### src/rtl/hw_pwm_pkg.sv
// Shared definitions for the PWM generator and its companion detector benches.
package hw_pwm_pkg;

   // Default interval counter width, shared so generator and detector agree.
   localparam int unsigned PWM_COUNT_WIDTH = 32;

   // Generator state encoding.
   localparam logic [1:0] ST_IDLE = 2'd0;
   localparam logic [1:0] ST_HIGH = 2'd1;
   localparam logic [1:0] ST_LOW  = 2'd2;

endpackage

### src/rtl/hw_pwm_shadow.sv
// Double buffer for the PWM interval counts: software writes land in the
// shadow pair, and the active pair is only updated when the generator
// signals a safe point (period start / boundary).
module hw_pwm_shadow
   import hw_pwm_pkg::*;
#(
   parameter int unsigned COUNT_WIDTH = PWM_COUNT_WIDTH
)(
   input  logic                   i_clock,
   input  logic                   i_reset_n,
   input  logic                   i_load,
   input  logic                   i_apply,
   input  logic [COUNT_WIDTH-1:0] i_high_count,
   input  logic [COUNT_WIDTH-1:0] i_low_count,
   output logic [COUNT_WIDTH-1:0] o_active_high,
   output logic [COUNT_WIDTH-1:0] o_active_low,
   output logic                   o_pending
);

   logic [COUNT_WIDTH-1:0] r_shadow_high;
   logic [COUNT_WIDTH-1:0] r_shadow_low;
   logic [COUNT_WIDTH-1:0] r_active_high;
   logic [COUNT_WIDTH-1:0] r_active_low;
   logic                   r_pending;

   // Apply copies the pre-load shadow; a same-cycle load stays pending.
   always_ff @(posedge i_clock or negedge i_reset_n) begin
      if (!i_reset_n) begin
         r_shadow_high <= '0;
         r_shadow_low  <= '0;
         r_active_high <= '0;
         r_active_low  <= '0;
         r_pending     <= 1'b0;
      end else begin
         if (i_apply) begin
            r_active_high <= r_shadow_high;
            r_active_low  <= r_shadow_low;
         end
         if (i_load) begin
            r_shadow_high <= i_high_count;
            r_shadow_low  <= i_low_count;
         end
         if (i_load) begin
            r_pending <= 1'b1;
         end else if (i_apply) begin
            r_pending <= 1'b0;
         end
      end
   end

   assign o_active_high = r_active_high;
   assign o_active_low  = r_active_low;
   assign o_pending     = r_pending;

endmodule

### src/rtl/hw_pwm_gen.sv
// Hardware PWM generator. A programmed interval N lasts N+1 clocks so the
// pulse-width detector reads back exactly the programmed values. New counts
// are double-buffered and only take effect at a period boundary.
module hw_pwm_gen
   import hw_pwm_pkg::*;
#(
   parameter int unsigned CLK_FREQUENCY_HZ = 100000000,
   parameter int unsigned COUNT_WIDTH      = PWM_COUNT_WIDTH
)(
   input  logic                   clock,
   input  logic                   reset_n,
   input  logic                   enable,
   input  logic                   load,
   input  logic [COUNT_WIDTH-1:0] high_count_in,
   input  logic [COUNT_WIDTH-1:0] low_count_in,
   output logic                   pwm,
   output logic                   period_start,
   output logic                   pending
);

   // Elaboration-time sanity check; the clock frequency is informational only.
   if (CLK_FREQUENCY_HZ == 0 || COUNT_WIDTH == 0) begin : g_param_check
      $error("hw_pwm_gen: CLK_FREQUENCY_HZ and COUNT_WIDTH must be nonzero");
   end

   logic [1:0]             r_state;
   logic [COUNT_WIDTH-1:0] r_counter;
   logic                   r_pwm;
   logic                   r_period_start;

   logic [1:0]             w_next_state;
   logic [COUNT_WIDTH-1:0] w_next_counter;
   logic                   w_start;
   logic                   w_boundary;
   logic                   w_apply;
   logic [COUNT_WIDTH-1:0] w_active_high;
   logic [COUNT_WIDTH-1:0] w_active_low;
   logic                   w_pending;

   hw_pwm_shadow #(
      .COUNT_WIDTH (COUNT_WIDTH)
   ) u_shadow (
      .i_clock       (clock),
      .i_reset_n     (reset_n),
      .i_load        (load),
      .i_apply       (w_apply),
      .i_high_count  (high_count_in),
      .i_low_count   (low_count_in),
      .o_active_high (w_active_high),
      .o_active_low  (w_active_low),
      .o_pending     (w_pending)
   );

   // Leaving IDLE always takes the shadow; a running boundary only if pending.
   assign w_apply = w_start | (w_boundary & w_pending);

   // Next-state and counter logic; equality compares, counter clears on match.
   always_comb begin
      w_next_state   = r_state;
      w_next_counter = r_counter + COUNT_WIDTH'(1);
      w_start        = 1'b0;
      w_boundary     = 1'b0;
      case (r_state)
         ST_IDLE: begin
            w_next_counter = '0;
            if (enable) begin
               w_next_state = ST_HIGH;
               w_start      = 1'b1;
            end
         end
         ST_HIGH: begin
            if (!enable) begin
               w_next_state   = ST_IDLE;
               w_next_counter = '0;
            end else if (r_counter == w_active_high) begin
               w_next_state   = ST_LOW;
               w_next_counter = '0;
            end
         end
         ST_LOW: begin
            if (!enable) begin
               w_next_state   = ST_IDLE;
               w_next_counter = '0;
            end else if (r_counter == w_active_low) begin
               w_next_state   = ST_HIGH;
               w_next_counter = '0;
               w_boundary     = 1'b1;
            end
         end
         default: begin
            w_next_state   = ST_IDLE;
            w_next_counter = '0;
         end
      endcase
   end

   // State, counter and registered outputs derived from the next state.
   always_ff @(posedge clock or negedge reset_n) begin
      if (!reset_n) begin
         r_state        <= ST_IDLE;
         r_counter      <= '0;
         r_pwm          <= 1'b0;
         r_period_start <= 1'b0;
      end else begin
         r_state        <= w_next_state;
         r_counter      <= w_next_counter;
         r_pwm          <= (w_next_state == ST_HIGH);
         r_period_start <= w_start | w_boundary;
      end
   end

   assign pwm          = r_pwm;
   assign period_start = r_period_start;
   assign pending      = w_pending;

endmodule

### config.mk
export PLATFORM = sky130hd
export DESIGN_NAME = hw_pwm_gen
export DESIGN_NICKNAME = d
export VERILOG_FILES = /design/src/rtl/hw_pwm_pkg.sv /design/src/rtl/hw_pwm_shadow.sv /design/src/rtl/hw_pwm_gen.sv
export SDC_FILE = /design/constraint.sdc
export NUM_CORES = 1
export LEC_CHECK = 0
export ABC_AREA = 1
export BUFFER_PORTS_ARGS = -buffer_cell sky130_fd_sc_hd__buf_2
export CAP_MARGIN = 10
export CORE_AREA = 8 8 126 128
export CTS_CLUSTER_DIAMETER = 100
export CTS_CLUSTER_SIZE = 8
export DETAILED_ROUTE_END_ITERATION = 10
export DIE_AREA = 0 0 134 136
export HOLD_SLACK_MARGIN = 0.12
export PLACE_DENSITY = 0.84
export SETUP_SLACK_MARGIN = 0.15
export SYNTH_ARGS = -nofsm -noshare
export SYNTH_HDL_FRONTEND = slang
export SYNTH_SLANG_ARGS = --single-unit
### constraint.sdc
create_clock -name clock -period 1.85 [get_ports clock]
set_input_delay 0.185 -clock clock [delete_from_list [all_inputs] [get_ports clock]]
set_output_delay 0.185 -clock clock [all_outputs]
set_load 0.01 [all_outputs]
======== Yosys cells after proc, flatten, opt, wreduce, memory -nomap -nowiden ========
Cells that the tools add are included.
storage, ports and cells
  bits in registers ....................... 165
  input port bits ......................... 68
  output and inout bits ................... 3
cells by class
  $add $sub $neg .......................... 1
  equal/unequal tests ..................... 5
  mux-type cells .......................... 18
  bitwise gates (word level) .............. 3
  reduce and logical (&&, ||, !) cells .... 2
operators by type and width
  kind                     count
  $mux W32                 4
  $eq A32 B32 Y1           2
  $pmux W32 S2             1
  $add A32 B1 Y32 const B  1
  $mux W2                  5
  $mux W1                  7
  $pmux W2 S3              1
  $eq A2 B1 Y1 const B     2
  $eq A2 B2 Y1 const B     1
  $logic_not A2 Y1         1
  $or A1 B1 Y1             2
  $reduce_bool A2 Y1       1
  $and A1 B1 Y1            1

======== Logic depth before layout (Yosys ltp) ========
  depth after elaboration ................. 8
  mapped depth ............................ 15

======== Hierarchy ========
A second synthesis with hierarchy kept.
second synthesis, totals
  cell total of the unflattened synthesis .. 974
  area, all modules ....................... 8006.4 sq um
by module, submodules not included
  module         instances  cells each  area each (sq um)  sequential area each (sq um)
  hw_pwm_shadow  1          545         4997.3             3228.1
  hw_pwm_gen     1          429         3009.1             900.9

======== Worst setup path before layout ========
No wires, ideal clock.
  path type ............................... reg-to-reg
  from .................................... register r_counter[0]
  to ...................................... register r_counter[26]
  data arrival time ....................... 1.549 ns
  data required time ...................... 1.729 ns
  slack ................................... 0.180 ns
  stages on the path, launching flop included .. 9
  path buffers ............................ 0
  period minus slack after synthesis ...... 1.670 ns
  cell sequence ........................... dfrtp_1 ha_1 inv_1 nor3_2 nand4_1 nor2_1 nand4_1 xor2_1 nor2_1
between the ends
  longest elaborated chain between the ends .. 4
  elaborated cells on any way between the ends .. 8
  classes of those cells .................. 1 x add/sub; 2 x eq/ne; 5 x mux
ends and longest elaborated chain
  item                                     line                                RTL
  start: declaration                       hw_pwm_gen.sv:27                    logic [COUNT_WIDTH-1:0] r_counter;
  start signal: assignment                 hw_pwm_gen.sv:106                   r_counter <= w_next_counter;
  $add A32 B1 Y32 (tied with other cells)  hw_pwm_gen.sv:60                    w_next_counter = r_counter + COUNT_WIDTH'(1);
  $mux W32 (on tied branches)              hw_pwm_gen.sv:84, hw_pwm_gen.sv:75
  $mux W32 (on tied branches)              hw_pwm_gen.sv:81, hw_pwm_gen.sv:72
  $pmux W32 S2 *                           hw_pwm_gen.sv:63                    case (r_state)
  via w_next_counter[26]                   hw_pwm_gen.sv:32                    logic [COUNT_WIDTH-1:0] w_next_counter;
The timed path passes the listed nets; every way through them passes the cells marked *.
A chain may end at the register's enable or synchronous reset.

======== Final worst setup path ========
  from .................................... register r_counter[1]
  to ...................................... register u_shadow.r_active_low[6] (netlist: u_shadow.o_active_low[6])
between the ends
  longest elaborated chain between the ends .. 6
ends and longest elaborated chain
  item                    line                 RTL
  $eq A32 B32 Y1          hw_pwm_gen.sv:84     end else if (r_counter == w_active_low) begin
  $mux W1                 hw_pwm_gen.sv:84
  $mux W1                 hw_pwm_gen.sv:81     if (!enable) begin
  $mux W1                 hw_pwm_gen.sv:63
  $and A1 B1 Y1           hw_pwm_gen.sv:55     assign w_apply = w_start | (w_boundary & w_pending);
  $or A1 B1 Y1            hw_pwm_gen.sv:55
  end signal: assignment  hw_pwm_shadow.sv:37  r_active_low <= r_shadow_low;
  end: declaration        hw_pwm_shadow.sv:23  logic [COUNT_WIDTH-1:0] r_active_low;
Every way passes these cells.

==> reports/qor.yml <==
status: "complete, but fails checks"
failed_checks: "setup timing"
clkLatencyLatePin_ns: 0.44
synth_top_area_share_pct: 50.50
worstMarginPinSlew_ns: 0.4770
port_buffers: 70
ir_worst_vdd_mv: 0.6409
powerDensity_mw_per_mm2: 1213
layout.nets: 1177
drc: 0
critical_path_class: "reg -> reg"
synth_area_leaders: "dfrtp_1 (50%), nand2_1 (12%), o21ai_2 (6.9%)"
wl_mm: 23.20
synth_xor_xnor_area_share_pct: 7.911
hp-class: "in -> reg"
yosys.area.top_type: "dfrtp_1"
min_delay_path_depth: 4
wire_per_inst_um: 17.86
synth_cell_types: 29
firstDrtPassIters: 5
drive_gt1_share_pct: 32.74
root_buffer: "clkbuf_16"
min_period_over_period_pct: 110.2
clock_path_buffers: 2
synthMuxAreaShare_pct: 0
postSynthAreaPerCell_um2: 8.868
die_area_mm2: 0.01822
synth_nets: 995
dp_hpwl_mm: 11.84
area_growth_pct: 34.63
worst_setup_path_end_kind: "flip-flop"
fin_ws_ns: -0.1886
synth_seq_cells: 165
vias_per_cell: 5.331
grt_pass1_vias: 6599
required_ns: 2.17
drv_cap: 0
synth_top_family_by_area: "simple AND/OR/NAND/NOR gates"
gr-usage-all-layers_pct: 22.25
start_util_pct: 58.24
synth-compound-area-share_pct: 11.06
grt_pass1_wl_mm: 32.02
clkTransAtPathRegs_ns: 0.06
die_height_um: 136
crit_fanout: 7
design.core.area_mm2: 0.01404
ys_warn_count: 0
ios: 71
netlist_area_mm2: 0.008177
fill_cells: 798
diodes: 0
slew_viol_final: 0
p_leak_nw: 5.149
rsz0062_at_grt: "yes"
overflow: 0
routed-via-count: 6925
clock.fmax_ghz: 0.4905
arrival_ns: 2.36
synth_simple_gate_area_share_pct: 19.20
setup_viol: 99
r2r_setup_slack_ns: -0.19
yosysSeqAreaShare_pct: 50.50
dieWidth_um: 134
min_to: "pwm"
antenna_left: 0
slew_headroom_pct: 67.96
fin_crit_ns: 2.039
rr_worst_depth: 11
place.gp.congestion: 0.8954
fp-row-count: 44
cts_made_buffers: 17
whs_ns: 0.2078
final_util_pct: 78.41
grt_max_degree: 130
startpoint_type: "flip-flop"
finalHoldViolCount: 0
cts_sinks: 165
htree_levels: 4
drt_iter0_markers: 606
netlist_instances: 922
r2r_start: "r_counter[1]"
cts_tree: "done"
synthAdderAreaFrac_pct: 0.7651
antenna_found_initial: 0
skew_ns: 0.01128
reg2reg_to: "u_shadow.o_active_low[6]"
min_from: "enable"
flip-flops by register name (all words and copies together), names as in the netlist:
| register | cells |
|---|---|
| pwm | 1 |
| r_counter | 32 |
| u_shadow.r_shadow_low | 32 |
| period_start | 1 |
| u_shadow.o_pending | 1 |
| u_shadow.o_active_high | 32 |
| u_shadow.o_active_low | 32 |
| u_shadow.r_shadow_high | 32 |
| r_state | 2 |
cells in the mapped netlist (all sizes together):
master	count
buf	32
clkbuf	17
dfrtp	165
ha	5
inv	115
nand2	267
nand3	12
nand3b	1
nand4	10
nor2	72
nor3	17
nor3b	3
nor4	2
o21ai	129
o21bai	2
xnor2	57
xor2	16
where the power goes:
group | switching (mW) | total (mW) | internal (mW)
logic | 2.43 | 4.56 | 2.13
clock network | 1.49 | 3.46 | 1.97
registers | 0.858 | 5.33 | 4.47
cells in the final DEF, fill, tap and decap left out, types with 3 or more instances in the layout:
cell,netlist,layout
dfrtp_1,165,143
clkbuf_16,0,26
buf_16,0,6
nand3_1,10,8
buf_4,0,52
buf_2,9,68
nor2_1,69,44
nand2_1,263,214
inv_1,114,112
nor2_2,3,21
xnor2_1,56,52
buf_12,7,7
dlygate4sd3_1,0,65
inv_2,1,3
nand4_1,10,10
o21ai_0,65,65
o21ai_2,64,63
nand2_4,2,17
nor3_1,15,13
dfrtp_2,0,22
buf_6,16,3
nor2_4,0,7
nand2_2,2,33
nand3_2,2,3
clkinvlp_4,0,5
xor2_1,16,15
nand2_8,0,5
xnor2_2,1,5
ha_1,5,4
worst max-delay path by stage:
stage,startpoint,endpoint,cells after the start
after floorplan,r_counter[0],r_counter[26],8
after global placement,r_counter[0],r_counter[26],8
after detailed placement,r_counter[0],r_counter[26],8
after CTS,r_counter[3],u_shadow.o_active_low[17],11
after global routing,r_counter[13],r_counter[3],12
final,r_counter[1],u_shadow.o_active_low[6],11
final cells by class:
cell class              instances  area (µm²)  share of cell area [%]
multi-input cells             595        3681                   33.44
clock buffers                  18       429.2                   3.899
repair buffers                210        1946                   17.67
flip-flops and latches        165        4156                   37.76
inverters                     115       431.7                   3.921
clock inverters                12       133.9                   1.216
well taps                     184       230.2                   2.091
critical path, cell delays in order, from the launching register on:
cell,delay [ns]
dfrtp_2,0.44
xnor2_1,0.18
nand2_1,0.10
nor2_1,0.16
nand2_1,0.13
nor2_4,0.15
nand3_4,0.12
nand2_8,0.15
nand2_8,0.11
clkbuf_16,0.21
nand2_1,0.09
o21ai_2,0.06
routing by layer:
metal  vias to the layer above  GRT usage (%)  part of all wire (%)
met3                        69          5.063                   6.3
met1                      3334          27.83                    41
met5                         -              0                     0
met2                       317          36.69                    49
met4                         0          9.295                   3.1
li1                       3205              -                     -
cell families (layout without fill, tap and decap cells):
logic type | Yosys count | after routing
AND/OR/NAND/NOR | 384 | 386
flip-flops | 165 | 165
buffers and inverters | 164 | 355
AO/OA/AOI/OAI | 131 | 131
XOR/XNOR | 73 | 73
adder cells (fa/ha/maj) | 5 | 5
metrics by stage:
stage               total power, mW  cells  setup slack (ns)  area (µm²)  TNS, ns
finish                        13.35   1299           -0.1886       11010   -12.36
global route                  13.97   1299           -0.2342       11010   -19.95
CTS                           12.12   1277          -0.04003       10240  -0.8086
detailed placement            8.225   1172          -0.08371        8760  -0.4932
global placement              8.056   1172          -0.08600        8760  -0.2981
floorplan                     7.636    922            0.1799        8177        0
repair_timing:
item                                    in CTS  in global routing
setup buffers                                6                 10
resized for setup                           33                124
hold buffers                                65                  0
pin swaps                                    1                 21
hold endpoints to repair                   229                  0
gates cloned                                 4                 12
endpoints found under the setup margin      96                101
Power figures use the tool's default switching activity.
